<file path="src/rtl/fsm_path_driver.sv">
`default_nettype none
// ============================================================================
//  Module   : fsm_path_driver
//  Purpose  : Initiator for the single-bit `a` input of the 5-state control
//             FSM (states 0..4). It accepts a target-state command and drives
//             `a` along the shortest path until the FSM reaches the target.
//             It then reports completion, or an error for an invalid target
//             or a timeout. A shadow copy of the FSM state is kept and checked
//             against the FSM's own state output.
//  Ports    : clk, reset_l          - clock (rising edge), async active-low reset
//             cmd_valid/cmd_target  - command request and requested target state
//             cmd_ready             - command can be accepted (driver idle)
//             a                     - registered drive into the FSM `a` input
//             state_obs             - FSM state output
//             done_valid/err/steps  - completion pulse, error flag, step count
//             mismatch              - sticky: state_obs disagreed with shadow
//  Revision : 1.0  initial release
// ============================================================================
module fsm_path_driver #(
    parameter int MAX_STEPS = 6
) (
    input  logic       clk,
    input  logic       reset_l,
    input  logic       cmd_valid,
    input  logic [2:0] cmd_target,
    output logic       cmd_ready,
    output logic       a,
    input  logic [2:0] state_obs,
    output logic       done_valid,
    output logic       done_err,
    output logic [2:0] done_steps,
    output logic       mismatch
);

    localparam int CNT_W = 8;

    typedef enum logic [0:0] {
        CTL_IDLE  = 1'b0,
        CTL_DRIVE = 1'b1
    } ctl_t;

    ctl_t             r_ctl;
    logic [2:0]       r_shadow;
    logic [2:0]       r_target;
    logic [CNT_W-1:0] r_cnt;

    logic [2:0]       w_shadow_next;
    logic [2:0]       w_cnt_sat;

    // FSM transition function, mirrored locally as the shadow model.
    function automatic logic [2:0] f_next_shadow(input logic [2:0] s, input logic in_a);
        case (s)
            3'd0:    f_next_shadow = in_a ? 3'd4 : 3'd1;
            3'd1:    f_next_shadow = in_a ? 3'd3 : 3'd2;
            3'd2:    f_next_shadow = in_a ? 3'd3 : 3'd2;
            3'd3:    f_next_shadow = 3'd0;
            3'd4:    f_next_shadow = in_a ? 3'd0 : 3'd4;
            default: f_next_shadow = 3'd0;
        endcase
    endfunction

    // First step of the shortest path from s towards t.
    function automatic logic f_next_a(input logic [2:0] s, input logic [2:0] t);
        if (s == t) begin
            f_next_a = 1'b0;
        end else begin
            case (s)
                3'd0:    f_next_a = (t == 3'd4);
                3'd1:    f_next_a = (t != 3'd2);
                3'd2:    f_next_a = 1'b1;
                3'd3:    f_next_a = 1'b0;
                3'd4:    f_next_a = 1'b1;
                default: f_next_a = 1'b0;
            endcase
        end
    endfunction

    // The state the FSM will show after this edge, given the `a` it sees now.
    assign w_shadow_next = f_next_shadow(r_shadow, a);
    assign w_cnt_sat     = (r_cnt > CNT_W'(7)) ? 3'd7 : r_cnt[2:0];
    assign cmd_ready     = (r_ctl == CTL_IDLE);

    always_ff @(posedge clk or negedge reset_l) begin
        if (!reset_l) begin
            r_ctl      <= CTL_IDLE;
            r_shadow   <= 3'd0;
            r_target   <= 3'd0;
            r_cnt      <= '0;
            a          <= 1'b0;
            done_valid <= 1'b0;
            done_err   <= 1'b0;
            done_steps <= 3'd0;
            mismatch   <= 1'b0;
        end else begin
            r_shadow   <= w_shadow_next;
            done_valid <= 1'b0;
            if (state_obs != r_shadow) begin
                mismatch <= 1'b1;
            end

            case (r_ctl)
                CTL_IDLE: begin
                    a <= 1'b0;
                    if (cmd_valid) begin
                        if (cmd_target > 3'd4) begin
                            done_valid <= 1'b1;
                            done_err   <= 1'b1;
                            done_steps <= 3'd0;
                        end else begin
                            r_target <= cmd_target;
                            r_cnt    <= CNT_W'(1);
                            // Free-running FSM may land on the target by itself.
                            if (w_shadow_next == cmd_target) begin
                                done_valid <= 1'b1;
                                done_err   <= 1'b0;
                                done_steps <= 3'd0;
                            end else begin
                                r_ctl <= CTL_DRIVE;
                                a     <= f_next_a(w_shadow_next, cmd_target);
                            end
                        end
                    end
                end

                CTL_DRIVE: begin
                    if (w_shadow_next == r_target) begin
                        done_valid <= 1'b1;
                        done_err   <= 1'b0;
                        done_steps <= w_cnt_sat;
                        r_ctl      <= CTL_IDLE;
                        a          <= 1'b0;
                    end else if (r_cnt >= CNT_W'(MAX_STEPS)) begin
                        done_valid <= 1'b1;
                        done_err   <= 1'b1;
                        done_steps <= w_cnt_sat;
                        r_ctl      <= CTL_IDLE;
                        a          <= 1'b0;
                    end else begin
                        a     <= f_next_a(w_shadow_next, r_target);
                        r_cnt <= r_cnt + CNT_W'(1);
                    end
                end

                default: begin
                    r_ctl <= CTL_IDLE;
                    a     <= 1'b0;
                end
            endcase
        end
    end

endmodule
`default_nettype wire

</file>
<file path="config.mk">
export PLATFORM = sky130hd
export DESIGN_NAME = fsm_path_driver
export DESIGN_NICKNAME = d
export VERILOG_FILES = /design/src/rtl/fsm_path_driver.sv
export SDC_FILE = /design/constraint.sdc
export NUM_CORES = 1
export LEC_CHECK = 0
export CORE_MARGIN = 8
export CORE_UTILIZATION = 40
export CTS_CLUSTER_SIZE = 24
export DETAILED_ROUTE_END_ITERATION = 12
export PLACE_DENSITY = 0.61
export SLEW_MARGIN = 25
export SYNTH_ARGS = -nofsm -noshare
export SYNTH_HDL_FRONTEND = slang
export SYNTH_SLANG_ARGS = --single-unit
</file>
<file path="constraint.sdc">
create_clock -name clk -period 5.2 [get_ports clk]
set_clock_uncertainty 0.15 [all_clocks]
set_input_delay 1.56 -clock clk [delete_from_list [all_inputs] [get_ports clk]]
set_output_delay 1.56 -clock clk [all_outputs]
set_load 0.02 [all_outputs]
</file>
Word level (Yosys, flattened, before mapping)
Index checks and enable logic that the tools add are counted.

operators by class
  equal/unequal tests = 19
  add/sub/neg operators = 1
  order comparisons = 3
  bitwise gates (word level) = 2
  reductions and logical operators = 7
  multipliers = 0
  shifts and indexed selects = 0
  muxes and demuxes = 42
  divide/modulo/power cells = 0

operators with widths
  kind                   number
  $mux W8                4
  $mux W3                8
  $mux W1                21
  $pmux W8 S2            1
  $eq A3 B3 Y1 const B   4
  $pmux W3 S3            1
  $add A8 B1 Y8 const B  1
  $ge A8 B3 Y1 const B   1
  $gt A8 B3 Y1 const B   1
  $ne A2 B2 Y1 const B   4
  $pmux W1 S2            4
  $eq A3 B1 Y1 const B   2
  $eq A3 B2 Y1 const B   2
  $eq A3 B3 Y1           2
  $logic_not A3 Y1       2
  $ne A3 B1 Y1 const B   2
  $ne A3 B2 Y1 const B   2
  $pmux W1 S3            2
  $pmux W3 S2            1
  $reduce_and A3 Y1      2
  $reduce_and A4 Y1      1
  $reduce_or A2 Y1       2
  $gt A3 B3 Y1 const B   1
  $ne A3 B3 Y1           1
  $not A1 Y1             2

word-level totals
  bits of input ports = 9
  bits in writable memories = 0
  latch bits = 0
  flip-flop bits (word level) = 22
  word-level logic and storage cells = 83
  bits in read-only memories = 0
  output and inout bits = 8
  memories = 0

Longest topological paths before layout
  word-level depth = 10
  depth in mapped cells = 8
  gate-level depth less buffers = 7

Least setup slack after synthesis
OpenSTA, ideal clock, no wires.

  path type = input -> register
  from = input cmd_target[0]
  to = register done_steps[2]
  buffers on the path = 1
  setup time = 122 ps
  setup slack = 2260 ps
  arrival = 2669 ps
  data required time = 4928 ps
  stages = 7
  cell sequence = clkbuf_1 nor3_1 mux2i_1 nand3_1 o21a_1 a21o_2 a32o_1

on the way
  word-level cells in the longest chain between the ends = 4
  elaborated cells between the ends (all ways) = 7
  classes of those cells = 1 x order compare; 2 x eq/ne; 3 x mux; 1 x reduce/logical

RTL lines
  item                  RTL line  text
  start, declared       25        input logic [2:0] cmd_target,
  $gt A3 B3 Y1          105       if (cmd_target > 3'd4) begin
  $mux W3               105
  $mux W3               104       if (cmd_valid) begin
  $pmux W3 S2           101       case (r_ctl)
  end signal, assigned  129       done_steps <= w_cnt_sat;
  end signal, assigned  135       done_steps <= w_cnt_sat;
  end, declared         31        output logic [2:0] done_steps,

Several ways; a longest one is shown, not always the timed one. The select of a mux whose other input is x is not followed.
A chain may end at the register's enable or synchronous reset.

Final worst setup path
  from = register a
  to = output a

RTL lines
  item                    RTL line  text
  start, declared         27        output logic a,
  start signal, assigned  119       a <= f_next_a(w_shadow_next, cmd_target);
  start signal, assigned  139       a <= f_next_a(w_shadow_next, r_target);

No word-level cell between the ends.

==> flow_summary.json <==
{
  "rsz0062_at_grt": "no",
  "cpPeakStageDelay_ns": 0.69,
  "drc": 0,
  "gr-total-overflow": 0,
  "final_antenna_net_count": 0,
  "die_w_um": 73.7,
  "max-vdd-ir-drop_mv": 0.161,
  "crit_fanout": 13,
  "worst_slew_pin_slew_ns": 0.812,
  "drt_iter0_drc": 59,
  "grtUsageMet2_pct": 17.1,
  "hold_start": "r_cnt[6]$_DFFE_PN0P_",
  "worst_slack_ns": 1.89,
  "synthCells": 139,
  "fmax_mhz": 302,
  "nNetsFinal": 165,
  "grt_busiest_layer": "met2",
  "area_growth_pct": 14.9,
  "cp.required_ns": 3.49,
  "clockRootBuffer": "clkbuf_4",
  "hold_path_end": "r_cnt[6]$_DFFE_PN0P_",
  "slowest_stage": "clkdlybuf4s50_1",
  "antenna_found_initial": 0,
  "async_flop_share_pct": 100,
  "dr.pass1.iters": 4,
  "clkSlewWorstSetupHoldPaths_ns": 0.13,
  "rr_worst_depth": 6,
  "syn_area_mm2": 0.00133,
  "dpl_cell_area_mm2": 0.00148,
  "status": "finished clean",
  "worst_hold_path_type": "reg -> reg",
  "synth_most_common_cell": "dfrtp_1",
  "slew_violations": 0,
  "wirelength_mm": 2.72,
  "die_y_um": 73.7,
  "synth_top_area_share_pct": 41.4,
  "holdBufCountCts": 0,
  "synth_area_per_cell_um2": 9.57,
  "grt_max_degree": 23,
  "core_area_mm2": 0.00326,
  "grtUsageTotal_pct": 10.9,
  "post_cts_resized": 0,
  "start_kind": "register",
  "dp_slack_ns": 1.72,
  "post_cts_buffers": 0,
  "vias": 1077,
  "finalCriticalPeriod_ns": 3.31,
  "yosysSeqAreaShare_pct": 41.4,
  "rows": 21,
  "setup_viol": 0,
  "routabilityCongestion": 0.851,
  "die_area_mm2": 0.00543,
  "finalHoldViolations": 0,
  "fin_area_mm2": 0.00153,
  "reg2reg_to": "done_steps[2]$_DFFE_PN0P_",
  "grt_pass1_vias": 995,
  "fin_crit_sh_pct": 63.6,
  "arrival_ns": 1.60,
  "yosys-top-cells-count": "dfrtp_1, nand2_1, o21ai_0, nor2_1, inv_1",
  "synth.distinct_cells": 42,
  "crit_path_end_kind": "output port",
  "path_delay_family": "buffers and inverters",
  "drive_gt1_share_pct": 7.84,
  "antenna_cells": 0,
  "htreeDepth": 1,
  "synthFlopType": "dfrtp_1",
  "setup_tns_ns": 0,
  "slew_headroom_pct": 45.0,
  "clock_sinks": 22,
  "grtUsageMet3_pct": 3.00,
  "power_density_mw_per_mm2": 627,
  "clk_latency_ns": 0.31,
  "cts_buffer_depth": 2,
  "wire_per_inst_um": 13.7,
  "maxCapViolations": 0,
  "cts_tree": "done",
  "synth_edf_count": 0,
  "initial_utilization_pct": 40.8,
  "io_buffers": 16,
  "drt-vias-per-instance": 5.41,
  "p_leak_nw": 0.666,
  "grt_pass1_wl_mm": 4.67,
  "whs_path_depth": 1,
  "synth_warnings": 0,
  "synth_top_cell_by_area": "dfrtp_1",
  "worst-r2r-setup-slack_ns": 2.45,
  "r2r-start": "r_shadow[0]$_DFF_PN0_",
  "synth_seq_cells": 22,
  "path_cells": "clkdlybuf4s50_1",
  "numCtsBuffers": 3,
  "dp_hpwl_mm": 2.07,
  "path_class": "reg -> out",
  "crit_buf_inv": 1,
  "num_io_pins": 17,
  "synthesis.nets": 150,
  "total_power_w": 0.000958,
  "synthTopCellsByArea": "dfrtp_1, o21ai_0, nand2_1",
  "met1_usage_pct": 14.3
}
[cell usage in the layout (no fill, tap or decap), types with 2 or more instances in the layout]
cell and instances:
xnor2_1 3, a21oi_1 5, clkdlybuf4s50_1 15, nor3_1 3, nor2_1 10, xor2_1 3, o21ai_0 11, nand2_1 14
o21a_1 2, ha_1 2, nand3_1 2, o221a_2 3, and2_1 6, nor2b_1 2, mux2i_1 5, or4_1 4
dfrtp_1 22, o31ai_1 2, a31oi_1 4, or3_1 3, inv_1 8, clkbuf_4 3
[where the power goes]
group,total (W),internal (W),switching [W]
logic,0.000499,0.000241,0.000257
registers,0.000328,0.000230,0.0000979
clock network,0.000131,0.0000779,0.0000531
total,0.000958,0.000549,0.000408
[sequential cells by signal, indices dropped and copies added (netlist names)]
| register | flops |
|---|---|
| done_steps | 3 |
| a | 1 |
| done_err | 1 |
| r_cnt | 8 |
| done_valid | 1 |
| mismatch | 1 |
| r_target | 3 |
| r_shadow | 3 |
| r_ctl | 1 |
[kinds of logic (layout without fill, tap and decap cells)]
group           Yosys count  in the layout  synth area share (%)
buf+inv                  14             28                  7.34
xor+xnor                  7              7                  5.18
compound gates           37             37                  19.3
mux                       5              5                  3.76
simple gates             52             52                  21.2
fa+ha+maj                 2              2                  1.88
flops                    22             22                  41.4
[layer usage]
| metal | share of wire (%) | vias up |
|---|---|---|
| met5 | 0 | - |
| met4 | 0.81 | 0 |
| met3 | 6.7 | 4 |
| met2 | 47 | 31 |
| met1 | 46 | 512 |
| li1 | - | 530 |
[through the flow]
step / hold slack, ns / instances / util [%]
after CTS: 0.350 / 199 / 47.0
after global routing: 0.374 / 199 / 46.9
after floorplan: 0.294 / 139 / -
after global placement: 0.306 / 195 / 45.4
after detailed placement: 0.315 / 195 / 45.4
final: 0.346 / 199 / 46.9
[worst max path at each step]
stage / endpoint / cells after the start / slack, ns / startpoint
after floorplan: done_steps[2]$_DFFE_PN0P_ / 7 / 2.26 / cmd_target[0]
after global placement: done_steps[2]$_DFFE_PN0P_ / 6 / 1.71 / cmd_target[2]
after detailed placement: done_steps[2]$_DFFE_PN0P_ / 7 / 1.72 / cmd_target[0]
after CTS: a / 1 / 1.88 / a$_DFF_PN0_
after global routing: a / 1 / 1.81 / a$_DFF_PN0_
final: a / 1 / 1.89 / a$_DFF_PN0_
[layout make-up]
class / count / area [µm²]
timing repair buffer: 16 / 155
fill: 337 / 1730
clock buffer: 3 / 22.5
multi-input combinational: 103 / 682
inverter: 8 / 30.0
clock inverter: 1 / 30.0
tap: 46 / 57.6
sequential: 22 / 551
(Power assumes the default switching activity.)
